<file path="config.mk">
export PLATFORM = sky130hd
export DESIGN_NAME = g_matrix_scheduler_flat
export DESIGN_NICKNAME = d
export VERILOG_FILES = /design/src/rtl/g_sched_pkg.sv /design/src/rtl/g_matrix_scheduler_if.sv /design/src/rtl/g_sched_addr_gen.sv /design/src/rtl/g_matrix_scheduler.sv /design/src/flat_wrapper.sv
export SDC_FILE = /design/constraint.sdc
export NUM_CORES = 1
export LEC_CHECK = 0
export CORE_UTILIZATION = 40
export CTS_BUF_LIST = sky130_fd_sc_hd__clkbuf_4
export CTS_CLUSTER_SIZE = 10
export DETAILED_ROUTE_END_ITERATION = 12
export PLACE_DENSITY = 0.95
export SKIP_CTS_REPAIR_TIMING = 1
export SYNTH_ARGS = -nofsm -noshare
export SYNTH_HDL_FRONTEND = slang
export SYNTH_SLANG_ARGS = --single-unit
</file>
<file path="constraint.sdc">
create_clock -name clk -period 4 [get_ports clk]
set_clock_uncertainty 0.2 [all_clocks]
set_input_delay 0.8 -clock clk [delete_from_list [all_inputs] [get_ports clk]]
set_output_delay 0.8 -clock clk [all_outputs]
set_load 0.005 [all_outputs]
</file>
<file path="src/rtl/g_sched_pkg.sv">
// Shared types and constants for the G-matrix scheduler.
// The optional S_WAIT watchdog is enabled by defining G_SCHED_WATCHDOG_EN.
package g_sched_pkg;

  localparam int N          = 16;
  localparam int Q_MAX      = 16;
  localparam int ADDR_W     = 7;
  localparam int QW         = 4;
  localparam int WD_LIMIT   = 64;

  localparam int HQ_ELEMS   = 8;
  localparam int G_ROWS     = 4;
  localparam int LOAD_BEATS = 9;
  localparam int BEAT_W     = 4;

  typedef enum logic [2:0] {
    S_IDLE = 3'd0,
    S_ARM  = 3'd1,
    S_LOAD = 3'd2,
    S_WAIT = 3'd3,
    S_FIN  = 3'd4
  } g_state_e;

  // Hq buffer is row-major per candidate: element k of candidate q lives at q*8 + k.
  function automatic logic [ADDR_W-1:0] hq_addr(input logic [QW-1:0] q,
                                                input logic [2:0]    k);
    return ADDR_W'(q) * ADDR_W'(HQ_ELEMS) + ADDR_W'(k);
  endfunction

endpackage

</file>
<file path="src/rtl/g_matrix_scheduler_if.sv">
// Hq buffer read port, calculator stream and G-row tag bundle of the scheduler.
// Uses g_sched_pkg for widths.
interface g_matrix_scheduler_if;
  import g_sched_pkg::*;

  // No backpressure anywhere on this bundle: mem_rd_en is answered one cycle later,
  // hq_valid/calc_row_valid/calc_done are single-cycle qualifiers that are always consumed.
  logic              mem_rd_en;
  logic [ADDR_W-1:0] mem_rd_addr;
  logic [N-1:0]      mem_rd_r;
  logic [N-1:0]      mem_rd_i;
  logic              hq_valid;
  logic [N-1:0]      hq_r;
  logic [N-1:0]      hq_i;
  logic              calc_row_valid;
  logic              calc_done;
  logic [QW-1:0]     g_q_idx;
  logic [1:0]        g_row_idx;

  modport master (
    output mem_rd_en, mem_rd_addr, hq_valid, hq_r, hq_i, g_q_idx, g_row_idx,
    input  mem_rd_r, mem_rd_i, calc_row_valid, calc_done
  );

  modport slave (
    input  mem_rd_en, mem_rd_addr, hq_valid, hq_r, hq_i, g_q_idx, g_row_idx,
    output mem_rd_r, mem_rd_i, calc_row_valid, calc_done
  );

endinterface

</file>
<file path="src/rtl/g_sched_addr_gen.sv">
// Load-phase beat counter, Hq address mux and the 1-cycle read-data valid delay.
module g_sched_addr_gen
  import g_sched_pkg::*;
(
  input  logic              clk,
  input  logic              rst,
  input  logic              load_en,
  input  logic [QW-1:0]     q,
  output logic              rd_en,
  output logic [ADDR_W-1:0] rd_addr,
  output logic              hq_valid,
  output logic              last_beat
);

  logic [BEAT_W-1:0] beat;
  logic [2:0]        elem;

  always_ff @(posedge clk or posedge rst) begin
    if (rst) begin
      beat <= '0;
    end else if (load_en && !last_beat) begin
      beat <= beat + BEAT_W'(1);
    end else begin
      beat <= '0;
    end
  end

  // Read data arrives one cycle after the strobe, so valid trails it by one cycle.
  always_ff @(posedge clk or posedge rst) begin
    if (rst) begin
      hq_valid <= 1'b0;
    end else begin
      hq_valid <= rd_en;
    end
  end

  // Beat 0 wakes the calculator, so element 0 is fetched twice.
  assign elem      = (beat == '0) ? 3'd0 : 3'(beat - BEAT_W'(1));
  assign rd_en     = load_en;
  assign rd_addr   = hq_addr(q, elem);
  assign last_beat = (beat == BEAT_W'(LOAD_BEATS - 1));

endmodule

</file>
<file path="src/rtl/g_matrix_scheduler.sv">
// Sequences the G-matrix calculator over num_q candidate Hq matrices and tags its rows.
// Define G_SCHED_WATCHDOG_EN to abort a run when calc_done does not arrive within WD_LIMIT cycles.
module g_matrix_scheduler
  import g_sched_pkg::*;
(
  input  logic                  clk,
  input  logic                  rst,
  input  logic                  start,
  input  logic [QW:0]           num_q,
  input  logic                  ds_ready,
  output logic                  busy,
  output logic                  done,
  output logic                  err,
  output g_state_e              state_dbg,
  g_matrix_scheduler_if.master  bus
);

  localparam logic [QW:0] Q_MAX_V = (QW+1)'(Q_MAX);

  g_state_e      state, state_nx;
  logic [QW-1:0] q;
  logic [QW:0]   num_q_r;
  logic [QW:0]   num_q_clamped;
  logic [2:0]    row_cnt;
  logic [2:0]    row_total;
  logic          start_acc;
  logic          last_q;
  logic          rows_bad;
  logic          stray_row;
  logic          wd_expire;
  logic          load_en;
  logic          last_beat;
  logic          rd_en_w;
  logic [ADDR_W-1:0] rd_addr_w;
  logic          hq_valid_w;

  assign num_q_clamped = (num_q > Q_MAX_V) ? Q_MAX_V : num_q;
  assign start_acc     = (state == S_IDLE) && start;
  assign last_q        = ({1'b0, q} == (num_q_r - (QW+1)'(1)));
  assign row_total     = row_cnt + {2'b00, bus.calc_row_valid};
  assign rows_bad      = bus.calc_done && (row_total != 3'(G_ROWS));
  assign stray_row     = bus.calc_row_valid && (state != S_WAIT);
  assign load_en       = (state == S_LOAD);

`ifdef G_SCHED_WATCHDOG_EN
  localparam int WD_W = $clog2(WD_LIMIT);
  logic [WD_W-1:0] wd_cnt;

  always_ff @(posedge clk or posedge rst) begin
    if (rst) begin
      wd_cnt <= '0;
    end else if (state == S_WAIT) begin
      wd_cnt <= wd_cnt + WD_W'(1);
    end else begin
      wd_cnt <= '0;
    end
  end

  // wd_cnt is 0 on the S_WAIT entry cycle, so S_FIN lands exactly WD_LIMIT cycles later.
  assign wd_expire = (state == S_WAIT) && !bus.calc_done && (wd_cnt == WD_W'(WD_LIMIT - 1));
`else
  assign wd_expire = 1'b0;
`endif

  always_ff @(posedge clk or posedge rst) begin
    if (rst) begin
      state <= S_IDLE;
    end else begin
      state <= state_nx;
    end
  end

  always_comb begin
    state_nx = state;
    case (state)
      S_IDLE: if (start) state_nx = (num_q_clamped == '0) ? S_FIN : S_ARM;
      S_ARM:  if (ds_ready) state_nx = S_LOAD;
      S_LOAD: if (last_beat) state_nx = S_WAIT;
      S_WAIT: begin
        if (bus.calc_done) begin
          state_nx = last_q ? S_FIN : S_ARM;
        end else if (wd_expire) begin
          state_nx = S_FIN;
        end
      end
      S_FIN:   state_nx = S_IDLE;
      default: state_nx = S_IDLE;
    endcase
  end

  always_ff @(posedge clk or posedge rst) begin
    if (rst) begin
      q       <= '0;
      num_q_r <= '0;
    end else if (start_acc) begin
      q       <= '0;
      num_q_r <= num_q_clamped;
    end else if ((state == S_WAIT) && bus.calc_done && !last_q) begin
      q <= q + QW'(1);
    end
  end

  // Row counter saturates so a runaway calculator cannot alias back to a legal count.
  always_ff @(posedge clk or posedge rst) begin
    if (rst) begin
      row_cnt <= '0;
    end else if ((state != S_WAIT) || bus.calc_done) begin
      row_cnt <= '0;
    end else if (bus.calc_row_valid && (row_cnt != 3'd7)) begin
      row_cnt <= row_cnt + 3'd1;
    end
  end

  always_ff @(posedge clk or posedge rst) begin
    if (rst) begin
      err <= 1'b0;
    end else if (start_acc) begin
      err <= 1'b0;
    end else if (stray_row || ((state == S_WAIT) && rows_bad) || wd_expire) begin
      err <= 1'b1;
    end
  end

  g_sched_addr_gen u_addr_gen (
    .clk       (clk),
    .rst       (rst),
    .load_en   (load_en),
    .q         (q),
    .rd_en     (rd_en_w),
    .rd_addr   (rd_addr_w),
    .hq_valid  (hq_valid_w),
    .last_beat (last_beat)
  );

  assign bus.mem_rd_en   = rd_en_w;
  assign bus.mem_rd_addr = rd_addr_w;
  assign bus.hq_valid    = hq_valid_w;
  assign bus.hq_r        = bus.mem_rd_r;
  assign bus.hq_i        = bus.mem_rd_i;
  assign bus.g_q_idx     = q;
  assign bus.g_row_idx   = row_cnt[1:0];

  assign busy      = (state != S_IDLE);
  assign done      = (state == S_FIN);
  assign state_dbg = state;

endmodule

</file>
<file path="src/flat_wrapper.sv">
// flat-port wrapper written by rule: the top's interface ports become plain ports
module g_matrix_scheduler_flat import g_sched_pkg::*;
  (clk, rst, start, num_q, ds_ready, busy, done, err, state_dbg, bus_mem_rd_en, bus_mem_rd_addr, bus_hq_valid, bus_hq_r, bus_hq_i, bus_g_q_idx, bus_g_row_idx, bus_mem_rd_r, bus_mem_rd_i, bus_calc_row_valid, bus_calc_done);
  g_matrix_scheduler_if bus_i ();
  input  logic clk;
  input  logic rst;
  input  logic start;
  input  logic [QW:0] num_q;
  input  logic ds_ready;
  output logic busy;
  output logic done;
  output logic err;
  output g_state_e state_dbg;
  output wire logic [$bits(bus_i.mem_rd_en)-1:0] bus_mem_rd_en;
  output wire logic [$bits(bus_i.mem_rd_addr)-1:0] bus_mem_rd_addr;
  output wire logic [$bits(bus_i.hq_valid)-1:0] bus_hq_valid;
  output wire logic [$bits(bus_i.hq_r)-1:0] bus_hq_r;
  output wire logic [$bits(bus_i.hq_i)-1:0] bus_hq_i;
  output wire logic [$bits(bus_i.g_q_idx)-1:0] bus_g_q_idx;
  output wire logic [$bits(bus_i.g_row_idx)-1:0] bus_g_row_idx;
  input wire logic [$bits(bus_i.mem_rd_r)-1:0] bus_mem_rd_r;
  input wire logic [$bits(bus_i.mem_rd_i)-1:0] bus_mem_rd_i;
  input wire logic [$bits(bus_i.calc_row_valid)-1:0] bus_calc_row_valid;
  input wire logic [$bits(bus_i.calc_done)-1:0] bus_calc_done;
  assign bus_mem_rd_en = bus_i.mem_rd_en;
  assign bus_mem_rd_addr = bus_i.mem_rd_addr;
  assign bus_hq_valid = bus_i.hq_valid;
  assign bus_hq_r = bus_i.hq_r;
  assign bus_hq_i = bus_i.hq_i;
  assign bus_g_q_idx = bus_i.g_q_idx;
  assign bus_g_row_idx = bus_i.g_row_idx;
  assign bus_i.mem_rd_r = bus_mem_rd_r;
  assign bus_i.mem_rd_i = bus_mem_rd_i;
  assign bus_i.calc_row_valid = bus_calc_row_valid;
  assign bus_i.calc_done = bus_calc_done;
  g_matrix_scheduler u_core (.clk(clk), .rst(rst), .start(start), .num_q(num_q), .ds_ready(ds_ready), .busy(busy), .done(done), .err(err), .state_dbg(state_dbg), .bus(bus_i));
endmodule
</file>
==> results.md <==
* Status: completed
* Syn avg cell area at 9.28 um2
* Post-Synthesis Cells at 161
* Routability cong. at 0.721
* Most common cell in the netlist: buf_4
* Initial Util at 0.431
* Clock sink count at 21
* Internal Power at 584 uW
* Switching Share at 0.388
* Die Y at 63.1 um
* Pre-CTS setup slack at 1.36 ns
* Synth Net Count at 212
* Clk_lat worst skew at 0.31 ns
* Slew Viols, Final at 0
* Synth top area cells: dfrtp_1 35%, buf_4 19%, ha_1 6.7%
* CTS Buf Count at 3
* Flops & latches, synth at 21
* Vias at 991
* Unrepaired setup endpoints after global routing: no
* Max-slew headroom at 0.467
* Die span in x at 63.1 um
* Top_reg_cell synth: dfrtp_1
* Fraction of layout cells with a size suffix above 1 at 0.0452
* Initial DRC Count at 37
* Hold violation total from the final report at 0
* Fillers at 357
* CP Data Required Time at 3.00 ns
* Maxcap violations at 0
* EDFF count, synth at 0
* CP max-delay cell: dfrtp_1
* Area after DPL at 1560 um2
* Antenna Violating Nets Remaining at 0
* Clock transition at the registers of the reported paths at 0.12 ns
* Top cell type's share of synthesized area at 0.352
* CP Capture Type: output pin
* Seq pwr share at 0.370
* Number of setup violations in the final report at 0
* Vias/cell at 4.93
* Initial antenna violation count at 0
* Sum of negative setup slack at 0 ns
* Worst-case vdd ir drop at 0.232 mV
* CTS tree: yes
* Vias in the first global route at 941
* Core area at 3470 um2
* Sequential fraction of the synthesis area at 0.352
* Crit Path Category: register to output pin
* Clock root buffer: clkbuf_4
* Drt wl/cell at 12.9 um
* Ratio of final minimum period to clock period at 0.698
* DRC viols at 0
* Overflow after GRT at 0
* Largest net degree at the start of global routing at 22
* Critical Path Fanout Max at 5
* Max Fclk at 358 MHz
* Finished layout cell area at 1590 um2
* Total track usage at 0.138
* Psw at 371 uW
* Pwr/cell area at 599 nW/um2
* Rows at 21
* Fraction of registers with async set/reset at 1.00
* Ports at 96
* Worst path max stage delay at 0.45 ns
* Final Critical Period at 2.79 ns
* Hold crit path type: register to register
* Worst Hold Slack at 0.336 ns
* Die area at 3980 um2
* Dpl hpwl at 1.93 mm
* CP cell instances: inv_1 -> ha_1 -> nor3b_1 -> nor2_1 -> clkdlybuf4s50_1
* Commonest cells post-synth: 38 x buf_4, 21 x dfrtp_1, 13 x nand2_1
* Worst EP arrival at 1.79 ns
* Worst Tran Pin Value at 0.799 ns
* Global-route wire length before repair at 4.30 mm
* Maximum root-to-sink buffer count at 2
* Gate power share at 0.513
* Synth Warn # at 0
* Ant diodes at 0
* Lkg Pwr at 0.000697 uW
* Synthesized area at 1490 um2
* Post-synth cell types at 33
* Port Buf Inserts at 31
* Synth area leader: dfrtp_1
* H-tree Lvls at 1
* Nets at 207
* Final wirelength at 2.58 mm
* Initial DRT Pass Iterations at 6
* Fin worst setup slack at 1.21 ns
* Synthesis-to-layout area growth at 6.70%
* Clock power frac at 0.117
* Crit start category: register
[metrics by stage]
step,power (uW),util,cells
floorplan,695,-,161
global placement,830,0.451,197
detailed placement,852,0.451,197
CTS,964,0.460,201
global route,1030,0.460,201
finish,954,0.460,201
[placed cells by master, fill, tap and decap left out, drive strengths merged, types with 7 or more instances in the layout]
cell / Yosys / layout
o21ai: 7 / 7
nand2: 13 / 13
clkdlybuf4s50: 0 / 31
nor2: 11 / 11
xnor2: 7 / 7
dfrtp: 21 / 21
nor3: 7 / 7
ha: 8 / 8
inv: 8 / 8
[path summary, 6_finish.rpt]
| kind | start | end | slack [ns] | cells past startpoint |
|---|---|---|---|---|
| hold reg to reg | u_core.num_q_r[1]$_DFFE_PP0P_ | u_core.num_q_r[1]$_DFFE_PP0P_ | 0.34 | 2 |
| max in group asynchronous | rst | u_core.bus.g_q_idx[3]$_DFFE_PP0P_ | 2.38 | 2 |
| setup reg to reg | u_core.num_q_r[0]$_DFFE_PP0P_ | u_core.state_dbg[2]$_DFFE_PP0P_ | 1.83 | 7 |
| min in group asynchronous | rst | u_core.row_cnt[0]$_DFFE_PP0P_ | 0.73 | 2 |
| setup / recovery | u_core.u_addr_gen.beat[0]$_DFF_PP0_ | bus_mem_rd_addr[1] | 1.21 | 5 |
| hold / removal | u_core.num_q_r[1]$_DFFE_PP0P_ | u_core.num_q_r[1]$_DFFE_PP0P_ | 0.34 | 2 |
[critical path: cells and delay by family (launching register included)]
family        cells  cell delay (ns)
buf+inv           2             0.52
simple gates      2             0.32
flops             1             0.45
fa+ha+maj         1             0.19
[sequential cells by signal (all words and copies together), names as in the netlist]
register                    count
u_core.bus.g_q_idx              4
u_core.err                      1
u_core.num_q_r                  5
u_core.row_cnt                  3
u_core.state_dbg                3
u_core.u_addr_gen.beat          4
u_core.u_addr_gen.hq_valid      1
[final cells by class]
class                   count  area (um2)  share of cell area
clock buffers               4        30.0              0.0188
inverters                   8        30.0              0.0188
multi-input cells          91         641               0.402
flip-flops and latches     21         526               0.330
well taps                  46        57.6              0.0361
repair buffers             31         310               0.195
[power groups by stage]
stage | combinational (uW) | sequential, uW | clock (uW)
2_1_floorplan | 369 | 326 | 0
3_5_place_dp | 495 | 358 | 0
3_3_place_gp | 476 | 354 | 0
5_1_grt | 540 | 366 | 127
4_1_cts | 495 | 353 | 116
6_report | 490 | 353 | 112
[metal layers]
layer,track usage,vias up,wire length [um],share of wire
met1,0.171,469,1150,0.44
met2,0.215,25,1230,0.48
met4,0.0959,0,71,0.027
li1,-,487,-,-
met3,0.0272,10,136,0.053
met5,0,-,0,0
[cells by family (layout without fill, tap and decap cells)]
group / count (synthesis) / after routing / share of synthesized area
fa+ha+maj: 8 / 8 / 0.0670
buf+inv: 49 / 43 / 0.219
xor+xnor: 10 / 10 / 0.0687
flops: 21 / 21 / 0.352
compound gates: 16 / 16 / 0.0796
simple gates: 51 / 51 / 0.173
mux: 6 / 6 / 0.0410
(Power assumes the default switching activity.)
